**src/rtl/ibex_cheri_pkg.sv**
```systemverilog
// Shared constants and types for the CHERI tag controller slice.
package ibex_cheri_pkg;

    // Capabilities are 8 bytes, so one tag bit covers one 8-byte granule.
    localparam int unsigned CAP_BYTES_LOG2_DEFAULT = 3;

    typedef enum logic [0:0] {
        TC_IDLE  = 1'b0,
        TC_CLEAR = 1'b1
    } tag_ctrl_state_e;

endpackage

```
**src/rtl/ibex_cheri_tag_idx.sv**
```systemverilog
// Byte address to tag-granule index conversion, with range and alignment checks.
module ibex_cheri_tag_idx
    import ibex_cheri_pkg::*;
#(
    parameter int unsigned TAG_MEM_SIZE   = 128000,
    parameter logic [31:0] MEM_BASE       = 32'h0010_0000,
    parameter int unsigned CAP_BYTES_LOG2 = CAP_BYTES_LOG2_DEFAULT
) (
    input  logic [31:0] addr_i,
    output logic [31:0] idx_o,
    output logic        oor_o,
    output logic        aligned_o
);

    logic [31:0] offset;

    // Addresses below the base wrap to a huge offset; the explicit compare
    // catches them even if the wrapped index happens to fall inside the memory.
    assign offset    = addr_i - MEM_BASE;
    assign idx_o     = offset >> CAP_BYTES_LOG2;
    assign oor_o     = (addr_i < MEM_BASE) || (idx_o >= 32'(TAG_MEM_SIZE));
    assign aligned_o = (addr_i[CAP_BYTES_LOG2-1:0] == '0);

endmodule

```
**src/rtl/ibex_cheri_tag_ctrl.sv**
```systemverilog
// Tag controller in front of the single-port CHERI tag memory.
//
// state    | meaning
// ---------+------------------------------------------------------------
// TC_IDLE  | serve LSU requests, one per cycle; accept range-clear start
// TC_CLEAR | sweep: write 0 to one granule per cycle, LSU stalled
module ibex_cheri_tag_ctrl
    import ibex_cheri_pkg::*;
#(
    parameter int unsigned TAG_MEM_SIZE   = 128000,
    parameter logic [31:0] MEM_BASE       = 32'h0010_0000,
    parameter int unsigned CAP_BYTES_LOG2 = CAP_BYTES_LOG2_DEFAULT
) (
    input  logic        clk_i,
    input  logic        rst_i,
    input  logic        req_i,
    output logic        gnt_o,
    input  logic [31:0] addr_i,
    input  logic        we_i,
    input  logic        cap_i,
    input  logic        tag_wdata_i,
    output logic        rvalid_o,
    output logic        tag_rdata_o,
    output logic        err_o,
    input  logic        clr_start_i,
    input  logic [31:0] clr_addr_i,
    input  logic [31:0] clr_len_i,
    output logic        clr_busy_o,
    output logic        clr_done_o,
    output logic [31:0] tmem_addr_o,
    output logic        tmem_we_o,
    output logic        tmem_wdata_o,
    input  logic        tmem_rdata_i
);

    tag_ctrl_state_e state_q, state_d;
    logic [31:0]     clr_idx_q, clr_idx_d;
    logic [31:0]     clr_cnt_q, clr_cnt_d;
    logic [31:0]     clr_idx_next;
    logic            done_q, done_d;
    logic            rvalid_q, rvalid_d;
    logic            rsp_rd_q, rsp_rd_d;
    logic            err_q, err_d;

    logic [31:0]     req_idx;
    logic            req_oor;
    logic            req_aligned;
    logic [31:0]     clr_start_idx;
    logic            clr_start_oor;
    logic            clr_aligned_unused;

    logic            gnt;
    logic [31:0]     mem_addr;
    logic            mem_we;
    logic            mem_wdata;

    ibex_cheri_tag_idx #(
        .TAG_MEM_SIZE  (TAG_MEM_SIZE),
        .MEM_BASE      (MEM_BASE),
        .CAP_BYTES_LOG2(CAP_BYTES_LOG2)
    ) u_req_idx (
        .addr_i   (addr_i),
        .idx_o    (req_idx),
        .oor_o    (req_oor),
        .aligned_o(req_aligned)
    );

    // The sweep start is rounded down to its granule, so its alignment is irrelevant.
    ibex_cheri_tag_idx #(
        .TAG_MEM_SIZE  (TAG_MEM_SIZE),
        .MEM_BASE      (MEM_BASE),
        .CAP_BYTES_LOG2(CAP_BYTES_LOG2)
    ) u_clr_idx (
        .addr_i   (clr_addr_i),
        .idx_o    (clr_start_idx),
        .oor_o    (clr_start_oor),
        .aligned_o(clr_aligned_unused)
    );

    assign clr_idx_next = clr_idx_q + 32'd1;

    // Next-state, tag-memory drive and response capture.
    always_comb begin
        state_d   = state_q;
        clr_idx_d = clr_idx_q;
        clr_cnt_d = clr_cnt_q;
        done_d    = 1'b0;
        rvalid_d  = 1'b0;
        rsp_rd_d  = 1'b0;
        err_d     = 1'b0;
        gnt       = 1'b0;
        mem_addr  = '0;
        mem_we    = 1'b0;
        mem_wdata = 1'b0;

        case (state_q)
            TC_IDLE: begin
                if (clr_start_i) begin
                    // Empty or out-of-range sweeps complete immediately with no writes.
                    if ((clr_len_i == '0) || clr_start_oor) begin
                        done_d = 1'b1;
                    end else begin
                        state_d   = TC_CLEAR;
                        clr_idx_d = clr_start_idx;
                        clr_cnt_d = clr_len_i;
                    end
                end else if (req_i) begin
                    gnt      = 1'b1;
                    rvalid_d = 1'b1;
                    err_d    = cap_i & ~req_aligned;
                    if (!req_oor) begin
                        if (we_i && !cap_i) begin
                            // Any data store invalidates the capability in that granule.
                            mem_addr  = req_idx;
                            mem_we    = 1'b1;
                            mem_wdata = 1'b0;
                        end else if (cap_i && req_aligned) begin
                            mem_addr  = req_idx;
                            mem_we    = we_i;
                            mem_wdata = we_i & tag_wdata_i;
                            rsp_rd_d  = ~we_i;
                        end
                    end
                end
            end
            TC_CLEAR: begin
                mem_addr  = clr_idx_q;
                mem_we    = 1'b1;
                mem_wdata = 1'b0;
                clr_idx_d = clr_idx_next;
                clr_cnt_d = clr_cnt_q - 32'd1;
                // Stop after the last requested granule or at the end of tag memory.
                if ((clr_cnt_q == 32'd1) || (clr_idx_next >= 32'(TAG_MEM_SIZE))) begin
                    state_d = TC_IDLE;
                    done_d  = 1'b1;
                end
            end
            default: begin
                state_d = TC_IDLE;
            end
        endcase
    end

    // State and response registers; synchronous reset drops any pending response.
    always_ff @(posedge clk_i) begin
        if (rst_i) begin
            state_q   <= TC_IDLE;
            clr_idx_q <= '0;
            clr_cnt_q <= '0;
            done_q    <= 1'b0;
            rvalid_q  <= 1'b0;
            rsp_rd_q  <= 1'b0;
            err_q     <= 1'b0;
        end else begin
            state_q   <= state_d;
            clr_idx_q <= clr_idx_d;
            clr_cnt_q <= clr_cnt_d;
            done_q    <= done_d;
            rvalid_q  <= rvalid_d;
            rsp_rd_q  <= rsp_rd_d;
            err_q     <= err_d;
        end
    end

    // Outputs are held quiet while reset is asserted so an in-flight sweep
    // cannot write one more granule during the reset cycle.
    assign gnt_o        = gnt & ~rst_i;
    assign tmem_we_o    = mem_we & ~rst_i;
    assign tmem_wdata_o = mem_wdata & ~rst_i;
    assign tmem_addr_o  = rst_i ? '0 : mem_addr;
    assign clr_busy_o   = (state_q == TC_CLEAR) & ~rst_i;
    assign clr_done_o   = done_q & ~rst_i;
    assign rvalid_o     = rvalid_q & ~rst_i;
    assign err_o        = rvalid_q & err_q & ~rst_i;
    assign tag_rdata_o  = rvalid_q & rsp_rd_q & tmem_rdata_i & ~rst_i;

endmodule

```
**config.mk**
```make
export PLATFORM = sky130hd
export DESIGN_NAME = ibex_cheri_tag_ctrl
export DESIGN_NICKNAME = d
export VERILOG_FILES = /design/src/rtl/ibex_cheri_pkg.sv /design/src/rtl/ibex_cheri_tag_idx.sv /design/src/rtl/ibex_cheri_tag_ctrl.sv
export SDC_FILE = /design/constraint.sdc
export NUM_CORES = 1
export LEC_CHECK = 0
export BUFFER_PORTS_ARGS = -buffer_cell sky130_fd_sc_hd__buf_4
export CORE_ASPECT_RATIO = 1.75
export CORE_MARGIN = 2
export CORE_UTILIZATION = 53
export CTS_CLUSTER_DIAMETER = 30
export DETAILED_ROUTE_END_ITERATION = 12
export GPL_TIMING_DRIVEN = 0
export MAX_ROUTING_LAYER = met4
export PLACE_DENSITY = 0.87
export SYNTH_ARGS = -nofsm -noshare
export SYNTH_HDL_FRONTEND = slang
export SYNTH_SLANG_ARGS = --single-unit
```
**constraint.sdc**
```tcl
create_clock -name clk_i -period 3.2 [get_ports clk_i]
set_input_delay 0 -clock clk_i [delete_from_list [all_inputs] [get_ports clk_i]]
set_output_delay 0 -clock clk_i [all_outputs]
set_load 0.01 [all_outputs]
```
==> impl_metrics.yaml, run 1 <==
critical_path:
  crit_start: "clr_idx_q[0]"
  path_class: "flop to flop"
  timing.rr.start: "clr_idx_q[0]"
  critPathCaptureType: "flop"
  worstPathMaxFanout: 8
  required_ps: 3410
  crit_path_start_kind: "flop"
  arrival_ps: 3190
synth:
  synthTopCellsByArea: "dfxtp_1 28%, a21oi_1 5.8%, nor2_1 5.2%"
  netlist.area_leader.share_pct: 28.1
  ys_async_sr_fraction_pct: 0
  netlist_area_um2: 4920
  synth_flop_cell: "dfxtp_1"
  synth_edf_count: 0
  syn_area_per_cell_um2: 7.60
  synth.distinct_cells: 75
  yosys.area.top_type: "dfxtp_1"
  synth_seq_cells: 69
  yosys_warnings: 0
  synth_nets: 759
  seq_area_frac_synth_pct: 28.1
  syn_inst: 647
routing:
  wl_um: 19600
  drc_errors: 0
  ant_nets: 0
  drtPass1Iterations: 6
  drt_iter0_markers: 609
  num_vias: 6265
  via_per_inst: 6.49
  routedWlPerCell_um: 20.3
sta:
  setup_viol: 0
  relSlewSlack_pct: 39.8
  finalHoldViolCount: 0
  min_period_ps: 2980
  skew_ps: 4.53
  worst_pin_slew_ps: 897
  fin_crit_sh_pct: 93.2
  final.setup.tns_ps: 0
  slew_violations: 0
  fmax_mhz: 335
  rsz0062_at_grt: "no"
final_layout:
  nFillCells: 694
  nNetsFinal: 953
  final_area_um2: 6830
  drive_gt1_share_pct: 23.7
  antenna_cells: 0
  area_growth_pct: 38.9
  seq_area_um2: 1380
  multiInputGateArea_um2: 3210
global_routing:
  grtUsageTotal_pct: 39.1
  grt_use_met3_pct: 5.84
  met1_usage_pct: 38.1
  top_usage_layer: "met2"
  grt_pass1_vias: 6299
  grt_pass1_wl_um: 30700
  grt_max_degree: 11
  met2_usage_pct: 69.6
  grt.overflow.total: 0
  antenna_found_initial: 0
floorplan:
  core_area_um2: 9040
  rows: 46
  die_h_um: 131
  die_x_um: 76.8
  ios: 144
  die-area_um2: 10100
  initial_utilization_pct: 54.4
power:
  switching_power_w: 0.000480
  p_comb_share_pct: 11.9
  switching_share_pct: 23.3
  power.density_nw_per_um2: 302
  p_leak_nw: 2.82
  power_frac_seq_pct: 41.8
  peakVddDrop_mv: 0.304
  p_clk_share_pct: 46.3
  intPower_w: 0.00158
placement:
  port-buffer-count: 140
  postPlaceCellArea_um2: 6120
  dp_hpwl_um: 14000
  routabilityCongestion: 0.944
outcome:
  status: "complete, no violations"
min_path:
  min_path_type: "input port to flop"
  hold_start: "clr_len_i[22]"
clock_tree:
  clock_latency_ps: 340
  clock_path_buffers: 2
  cts_root_buffer: "clkbuf_16"
  cts.sinks: 69
  numCtsBuffers: 9
  cts_tree: "done"
  h-tree-depth: 3
  clkSlewWorstSetupHoldPaths_ps: 50
job:
  cap_violations: 0
cell type report:
cell class / count / share of cell area, %
plain buffers: 43 / 3.67
inverters: 20 / 1.10
flip-flops and latches: 69 / 20.2
clock inverters: 1 / 0.0733
well taps: 120 / 2.20
multi-input cells: 515 / 47.0
clock buffers: 14 / 4.01
repair buffers: 183 / 21.7
path summary, 6_finish.rpt:
kind	end	slack, ps	depth (start not counted)
hold / removal	clr_cnt_q[22]	7	3
hold reg to reg	clr_cnt_q[11]	470	2
setup reg to reg	done_q	220	9
setup / recovery	done_q	220	9
through the flow:
stage	total power, W	utilization, %	setup WS (ps)	instances	hold WS (ps)
final	0.00206	75.6	217	965	6.90
after global routing	0.00211	75.6	154	965	13.8
after CTS	0.00205	75.6	375	965	1.33
after detailed placement	0.00107	67.7	381	907	217
after global placement	0.00107	67.7	414	907	218
after floorplan	0.000934	-	871	647	77.0
cells in the final DEF, fill, tap and decap left out, types with 12 or more instances in the layout:
cell and count:
dlygate4sd3_1 43, xnor2_1 25, buf_2 13, nand2_1 49, xor2_1 12, a21oi_1 57
dfxtp_1 69, a22o_1 15, and3_1 21, a31oi_1 17, nor2_1 68, inv_1 19
o21ai_0 23, nand3_1 26, clkbuf_1 22, nor4_1 17, nand4_1 20, nor3_1 35
buf_4 141, a22oi_1 16
timing repair:
action	CTS	global route
setup buffers	0	0
gates resized for setup	0	0
endpoints found under the hold margin	42	0
hold buffers	43	0
critical path: stages, from the launching register on:
cell and delay [ps]:
dfxtp_1 510, ha_1 280, inv_1 90, nor3_1 740, nand2_1 150, nor2_1 340, and3_1 210, o21ai_0 150
nor4_2 280, o22ai_1 120
power by group through the flow:
stage                logic, W  registers [W]  clock network [W]
global placement     0.000189       0.000880                  0
detailed placement   0.000194       0.000880                  0
floorplan           0.0000545       0.000880                  0
global route         0.000259       0.000861           0.000989
CTS                  0.000236       0.000861           0.000950
finish               0.000246       0.000861           0.000955
cell usage after synthesis, types with 3 or more instances:
master	n
o21ai_0	23
buf_6	3
nor3_1	35
o21ai_1	4
or2_2	5
xor2_1	12
a221o_1	3
dfxtp_1	69
nor2b_1	4
nand4_1	20
or4_1	6
nor2_1	68
a21oi_1	57
or3_1	7
a22o_1	15
a22oi_1	16
buf_2	13
nor4_1	17
nor3_4	3
nor4b_1	4
xnor2_1	25
clkbuf_1	20
a211oi_1	5
ha_1	8
and4_1	3
and3_1	21
nand3_1	26
o22ai_1	3
o211ai_1	3
inv_1	19
a222oi_1	5
a31oi_1	17
nor4_2	4
nand2_1	49
kinds of logic (layout without fill, tap and decap cells):
| group | count (synthesis) | in the layout | synth area share, % |
|---|---|---|---|
| adders and majority gates | 8 | 8 | 2.04 |
| muxes | 1 | 1 | 0.204 |
| AOI/OAI and AO/OA | 177 | 177 | 23.9 |
| DFF | 69 | 69 | 28.1 |
| xor gates and xnor gates | 37 | 37 | 6.59 |
| buffers and inverters | 63 | 261 | 6.62 |
| and+or+nand+nor | 292 | 292 | 32.6 |
registers in the layout (all words and copies together), names as in the netlist:
register / flops
err_q: 1
state_q: 1
rvalid_q: 1
done_q: 1
rsp_rd_q: 1
clr_cnt_q: 32
clr_idx_q: 32
layer usage:
layer,vias to the layer above,wire length [um]
met5,-,0
met4,0,1270
met3,108,1300
met2,391,10400
met1,2948,6580
li1,2818,-
(Power assumes the default switching activity.)
==> inputs of run 2 (changes only) <==
--- a/config.mk
+++ b/config.mk
@@ -5,15 +5,16 @@
 export SDC_FILE = /design/constraint.sdc
 export NUM_CORES = 1
 export LEC_CHECK = 0
+export ABC_AREA = 1
 export BUFFER_PORTS_ARGS = -buffer_cell sky130_fd_sc_hd__buf_4
 export CORE_ASPECT_RATIO = 1.75
 export CORE_MARGIN = 2
-export CORE_UTILIZATION = 53
+export CORE_UTILIZATION = 55
 export CTS_CLUSTER_DIAMETER = 30
 export DETAILED_ROUTE_END_ITERATION = 12
 export GPL_TIMING_DRIVEN = 0
 export MAX_ROUTING_LAYER = met4
-export PLACE_DENSITY = 0.87
+export PLACE_DENSITY = 0.88
 export SYNTH_ARGS = -nofsm -noshare
 export SYNTH_HDL_FRONTEND = slang
 export SYNTH_SLANG_ARGS = --single-unit
==> run 2 against run 1 <==
Against the previous run:
- worst setup slack improved by 370 ps
- area after synthesis grew 20%
- synthesized cell count increased by 66%
- first-iteration DRC count fell by 0.16%
- sequential power is essentially flat
- sequential share of layout area is 1.9 points lower
- register-to-register slack improved by 390 ps
- final area increased by 10%
- largest power group unchanged
- highest routed layer unchanged
==> impl_metrics.yaml, run 2 <==
routing:
  ant_nets: 0
  routedWlPerCell_um: 15.4
  drc_errors: 0
  num_vias: 7730
  drtPass1Iterations: 6
  drt_iter0_markers: 608
  wl_um: 21100
  via_per_inst: 5.65
final_layout:
  final_area_um2: 7540
  area_growth_pct: 27.4
  nNetsFinal: 1346
  final_common_cell: "nand2_1"
  top_regs: "clr_cnt_q (32), clr_idx_q (32)"
  drive_gt1_share_pct: 14.2
  nFillCells: 979
  antenna_cells: 0
  final_cells: 1369
  layout_common_cells: "327 x nand2_1, 175 x nor2_1, 140 x buf_4"
min_path:
  hold_depth: 5
  min_path_type: "input port to flop"
  hold_start: "clr_len_i[29]"
  whs_endpoint: "clr_cnt_q[29]"
power:
  power.density_nw_per_um2: 305
  intPower_w: 0.00177
  p_clk_share_pct: 51.7
  peakVddDrop_mv: 0.317
  p_total_w: 0.00230
  p_comb_share_pct: 10.8
  power_frac_seq_pct: 37.4
  switching_share_pct: 23.3
  switching_power_w: 0.000535
  p_leak_nw: 3.34
synth:
  ys_async_sr_fraction_pct: 0
  syn_area_per_cell_um2: 5.49
  netlist_area_um2: 5920
  synth_seq_cells: 69
  yosys.area.top_type: "dfxtp_1"
  netlist_top_cells_count: "327 x nand2_1, 175 x nor2_1, 121 x nand3_1"
  synth_nets: 1189
  yosysMostFrequentCell: "nand2_1"
  synthTopCellsByArea: "dfxtp_1 23%, nand2_1 21%, nor2_1 11%"
  seq_area_frac_synth_pct: 23.4
  yosys_warnings: 0
  netlist.area_leader.share_pct: 23.4
  synth_edf_count: 0
  synth_flop_cell: "dfxtp_1"
  syn_inst: 1077
  synth.distinct_cells: 32
placement:
  dp_hpwl_um: 16500
  routabilityCongestion: 0.991
  port-buffer-count: 140
  dp.cells: 1347
  postPlaceCellArea_um2: 7130
sta:
  setup_viol: 0
  rsz0062_at_grt: "no"
  fmax_mhz: 382
  final.setup.tns_ps: 0
  slew_violations: 0
  skew_ps: 6.09
  finalHoldViolCount: 0
  fin_crit_sh_pct: 81.7
  min_period_ps: 2610
  hold-worst-slack_ps: 25.3
  relSlewSlack_pct: 54.1
  worst_pin_slew_ps: 688
clock_tree:
  clock_path_buffers: 2
  cts.sinks: 69
  numCtsBuffers: 9
  cts_root_buffer: "clkbuf_16"
  cts_tree: "done"
  clkSlewWorstSetupHoldPaths_ps: 60
  clock_latency_ps: 340
  cts_hold_repair.buffers: 6
  cts_setup_buffers: 0
  post_cts_resized: 0
  h-tree-depth: 3
global_routing:
  grt_max_degree: 13
  grtUsageTotal_pct: 37.6
  antenna_found_initial: 0
  grt_pass1_vias: 7366
  grt_pass1_wl_um: 32700
  grt.overflow.total: 0
critical_path:
  path_class: "flop to output port"
  arrival_ps: 2610
  required_ps: 3200
  reg2reg_to: "clr_cnt_q[30]"
  reg2regPathDepth: 7
  crit_path_start_kind: "flop"
  timing.rr.start: "state_q"
  worstPathMaxFanout: 10
  r2r_setup_slack_ps: 610
  critPathCaptureType: "output port"
floorplan:
  die_h_um: 141
  ios: 144
  rows: 50
  initial_utilization_pct: 56.0
  die_x_um: 82.4
  core_area_um2: 10600
  die-area_um2: 11600
job:
  cap_violations: 0
outcome:
  status: "complete, no violations"
run 2: changes by cell type in the layout (fill, tap and decap cells not counted), sizes merged, moves of 37 or more:
cell / change
inv: +81
nand2: +279
nand3: +96
o21ai: +42
nor2: +111
dlygate4sd3: -37
run 2: logic make-up after synthesis:
group / Yosys count / share of synthesized area (%)
compound gates: 140 / 12.1
xor+xnor: 37 / 5.48
fa+ha+maj: 8 / 1.69
buf+inv: 145 / 9.64
flops: 69 / 23.4
simple gates: 678 / 47.8
run 2: how the worst max path moves through the flow:
stage | startpoint | to | slack, ps | depth (start not counted)
6_report | state_q | tmem_addr_o[0] | 590 | 7
5_1_grt | state_q | tmem_addr_o[0] | 520 | 7
4_1_cts | state_q | tmem_addr_o[0] | 710 | 7
3_5_place_dp | state_q | clr_cnt_q[30] | 770 | 7
3_3_place_gp | state_q | clr_idx_q[20] | 810 | 7
2_1_floorplan | clr_idx_q[0] | done_q | 1400 | 16
run 2: per-stage QoR:
step	setup WS (ps)	util, %
final	586	71.3
after global routing	515	71.3
after CTS	707	71.3
after detailed placement	774	67.4
after global placement	813	67.4
after floorplan	1400	-
run 2: cell type report:
type / count / area, um^2 / area share, %
Buffer: 45 / 195 / 2.59
Clock buffer: 10 / 239 / 3.17
Clock inverter: 6 / 110 / 1.46
Inverter: 100 / 375 / 4.98
Multi-Input combinational cell: 863 / 3960 / 52.6
Sequential cell: 69 / 1380 / 18.3
Tap cell: 130 / 163 / 2.16
Timing Repair Buffer: 146 / 1110 / 14.7
run 2: per-layer routing:
metal	up-vias	part of all wire (%)	routed length [um]	track usage (%)
met3	139	7.1	1490	6.47
met1	3452	33	6940	34.5
met5	-	0	0	-
met4	0	8.7	1830	28.8
met2	366	51	10800	65.8
li1	3773	-	-	-
run 2: critical path, stage by stage, from the launching register on:
cell and delay, ps:
dfxtp_1 300, clkbuf_1 180, inv_1 180, clkbuf_1 530, clkbuf_1 600, nand4_1 160
o22ai_1 170, buf_4 150
run 2: power groups by stage:
| stage | clock [W] | combinational, W | sequential, W |
|---|---|---|---|
| 2_1_floorplan | 0 | 0.0000951 | 0.000880 |
| 3_3_place_gp | 0 | 0.000237 | 0.000880 |
| 3_5_place_dp | 0 | 0.000239 | 0.000880 |
| 4_1_cts | 0.00119 | 0.000246 | 0.000861 |
| 5_1_grt | 0.00123 | 0.000269 | 0.000861 |
| 6_report | 0.00119 | 0.000249 | 0.000861 |
==> inputs of run 3 (changes only) <==
--- a/config.mk
+++ b/config.mk
@@ -5,16 +5,16 @@
 export SDC_FILE = /design/constraint.sdc
 export NUM_CORES = 1
 export LEC_CHECK = 0
-export ABC_AREA = 1
+export ABC_AREA = 0
 export BUFFER_PORTS_ARGS = -buffer_cell sky130_fd_sc_hd__buf_4
 export CORE_ASPECT_RATIO = 1.75
 export CORE_MARGIN = 2
-export CORE_UTILIZATION = 55
+export CORE_UTILIZATION = 48
 export CTS_CLUSTER_DIAMETER = 30
 export DETAILED_ROUTE_END_ITERATION = 12
 export GPL_TIMING_DRIVEN = 0
 export MAX_ROUTING_LAYER = met4
-export PLACE_DENSITY = 0.88
+export PLACE_DENSITY = 0.84
 export SYNTH_ARGS = -nofsm -noshare
 export SYNTH_HDL_FRONTEND = slang
 export SYNTH_SLANG_ARGS = --single-unit
==> constraint.sdc (replaced) <==
create_clock -name clk_i -period 2.3 [get_ports clk_i]
set_input_delay 0 -clock clk_i [delete_from_list [all_inputs] [get_ports clk_i]]
set_output_delay 0 -clock clk_i [all_outputs]
set_load 0.01 [all_outputs]
==> run 3 against run 2 <==
Against the previous run:
- the run now ends with negative hold slack, negative setup slack left
- critical path depth up 1
- routed wire length down 0.32%
- utilization up 3.0 points
- via count down 14%
==> impl_metrics.yaml, run 3 (synthesized netlist as in run 1, its figures left out) <==
placement:
  routabilityCongestion: 0.967
  port-buffer-count: 140
  dp_hpwl_um: 14000
  postPlaceCellArea_um2: 6130
  place_ws_ps: -435
final_layout:
  antenna_cells: 0
  final_area_um2: 7370
  area_growth_pct: 49.8
  drive_gt1_share_pct: 32.2
  final_common_cell: "buf_4"
  top_regs: "clr_cnt_q (32), clr_idx_q (32)"
  nNetsFinal: 983
  layout_common_cells: "173 x buf_4, 64 x nor2_1, 56 x a21oi_1"
floorplan:
  die-area_um2: 11100
  ios: 144
  initial_utilization_pct: 49.6
  die_x_um: 80.5
  die_h_um: 138
  rows: 48
  core_area_um2: 9910
sta:
  hold-worst-slack_ps: -8.96
  min_period_ps: 2540
  layout_setup_ws_ps: -244
  finalHoldViolCount: 1
  skew_ps: 6.49
  slew_violations: 0
  worst_pin_slew_ps: 786
  fmax_mhz: 393
  fin_crit_sh_pct: 111
  relSlewSlack_pct: 47.6
  rsz0062_at_grt: "yes"
  setup_viol: 8
critical_path:
  critPathSlowestCell: "or4_1"
  arrival_ps: 2780
  reg2reg_to: "state_q"
  reg2regPathDepth: 8
  crit_chain: "or4_1, nor3_1, nand2b_1, nor2_1, a311oi_2, nand3_1, nor4_4, o211a_1"
  crit_path_start_kind: "flop"
  cp_slowest_stage_delay_ps: 630
  cp_top_family: "simple AND/OR/NAND/NOR gates"
  timing.rr.start: "clr_cnt_q[23]"
  worstPathMaxFanout: 6
  path_class: "flop to flop"
  path_buf_inv: 0
  r2r_setup_slack_ps: -240
  required_ps: 2540
  critPathCaptureType: "flop"
clock_tree:
  clock_latency_ps: 340
  h-tree-depth: 3
  cts_tree: "done"
  numCtsBuffers: 9
  clkSlewWorstSetupHoldPaths_ps: 60
  cts.sinks: 69
  cts_root_buffer: "clkbuf_16"
  clock_path_buffers: 2
global_routing:
  grt_pass1_wl_um: 30800
  grt.overflow.total: 0
  antenna_found_initial: 0
  grtUsageTotal_pct: 36.6
  grt_max_degree: 11
  grt_pass1_vias: 6472
min_path:
  min_path_type: "input port to flop"
  hold_start: "clr_len_i[10]"
  whs_endpoint: "clr_cnt_q[10]"
  hold_depth: 3
routing:
  routedWlPerCell_um: 21.0
  ant_nets: 0
  drt_iter0_markers: 795
  drc_errors: 0
  num_vias: 6666
  wl_um: 21000
  drtPass1Iterations: 9
  via_per_inst: 6.67
power:
  p_leak_nw: 3.10
  power.density_nw_per_um2: 389
  p_total_w: 0.00286
  peakVddDrop_mv: 0.558
outcome:
  status: "complete, but fails checks"
  violations: "negative hold slack, negative setup slack"
job:
  cap_violations: 0
## run 3: changes by cell type in the layout (fill, tap and decap cells not counted), sizes merged, moves of 32 or more
| cell | previous run | this run |
|---|---|---|
| nor2 | 180 | 69 |
| o21ai | 69 | 27 |
| buf | 156 | 188 |
| nand2 | 328 | 49 |
| dlygate4sd3 | 6 | 44 |
| inv | 100 | 19 |
| nand3 | 122 | 26 |
## run 3: worst max-delay path by stage
stage | cells after the start | endpoint | start
2_1_floorplan | 8 | clr_cnt_q[26] | clr_cnt_q[8]
3_3_place_gp | 9 | done_q | clr_idx_q[0]
3_5_place_dp | 8 | done_q | clr_idx_q[2]
4_1_cts | 8 | clr_cnt_q[26] | clr_cnt_q[15]
5_1_grt | 8 | state_q | clr_cnt_q[23]
6_report | 8 | state_q | clr_cnt_q[23]
## run 3: per-layer routing
layer	GRT usage, %	up-vias	share of wire (%)
met2	63.1	527	50
met4	26.3	0	8.0
met5	-	-	0
met1	36.5	3091	33
met3	6.58	170	9.6
li1	-	2878	-
## run 3: worst min-delay path: cells and delay by family
| family | cells | cell delay, ps |
|---|---|---|
| AO/OA/AOI/OAI | 2 | 200 |
| buffers and inverters | 1 | 90 |
## run 3: timing repair
action / CTS / global route
resized for setup: 43 / 37
pin swaps: 16 / 29
endpoints found under the setup margin: 59 / 67
hold buffers: 43 / 1
endpoints found under the hold margin: 43 / 1
buffers inserted: 14 / 17
## run 3: power breakdown
part / switching (W) / internal, W
sequential: 0.000000783 / 0.00119
clock: 0.000513 / 0.000811
combinational: 0.000149 / 0.000195
total: 0.000663 / 0.00220
## run 3: cell type report
cell class	instances	area, um^2
Clock buffer	14	274
Sequential cell	69	1410
Fill cell	752	2540
Timing Repair Buffer	215	1750
Clock inverter	1	5.00
Multi-Input combinational cell	515	3430
Tap cell	125	156
Inverter	20	75.1
Buffer	41	267
## run 3: per-stage QoR
stage               setup TNS (ps)  utilization [%]  hold WS (ps)  instances
global placement             -8010             61.9           214        912
detailed placement          -11180             61.9           216        912
CTS                           -139             71.7          -105        983
floorplan                        0                -          77.0        647
finish                       -1000             74.3         -8.96       1000
global route                 -1840             74.3          15.8       1000
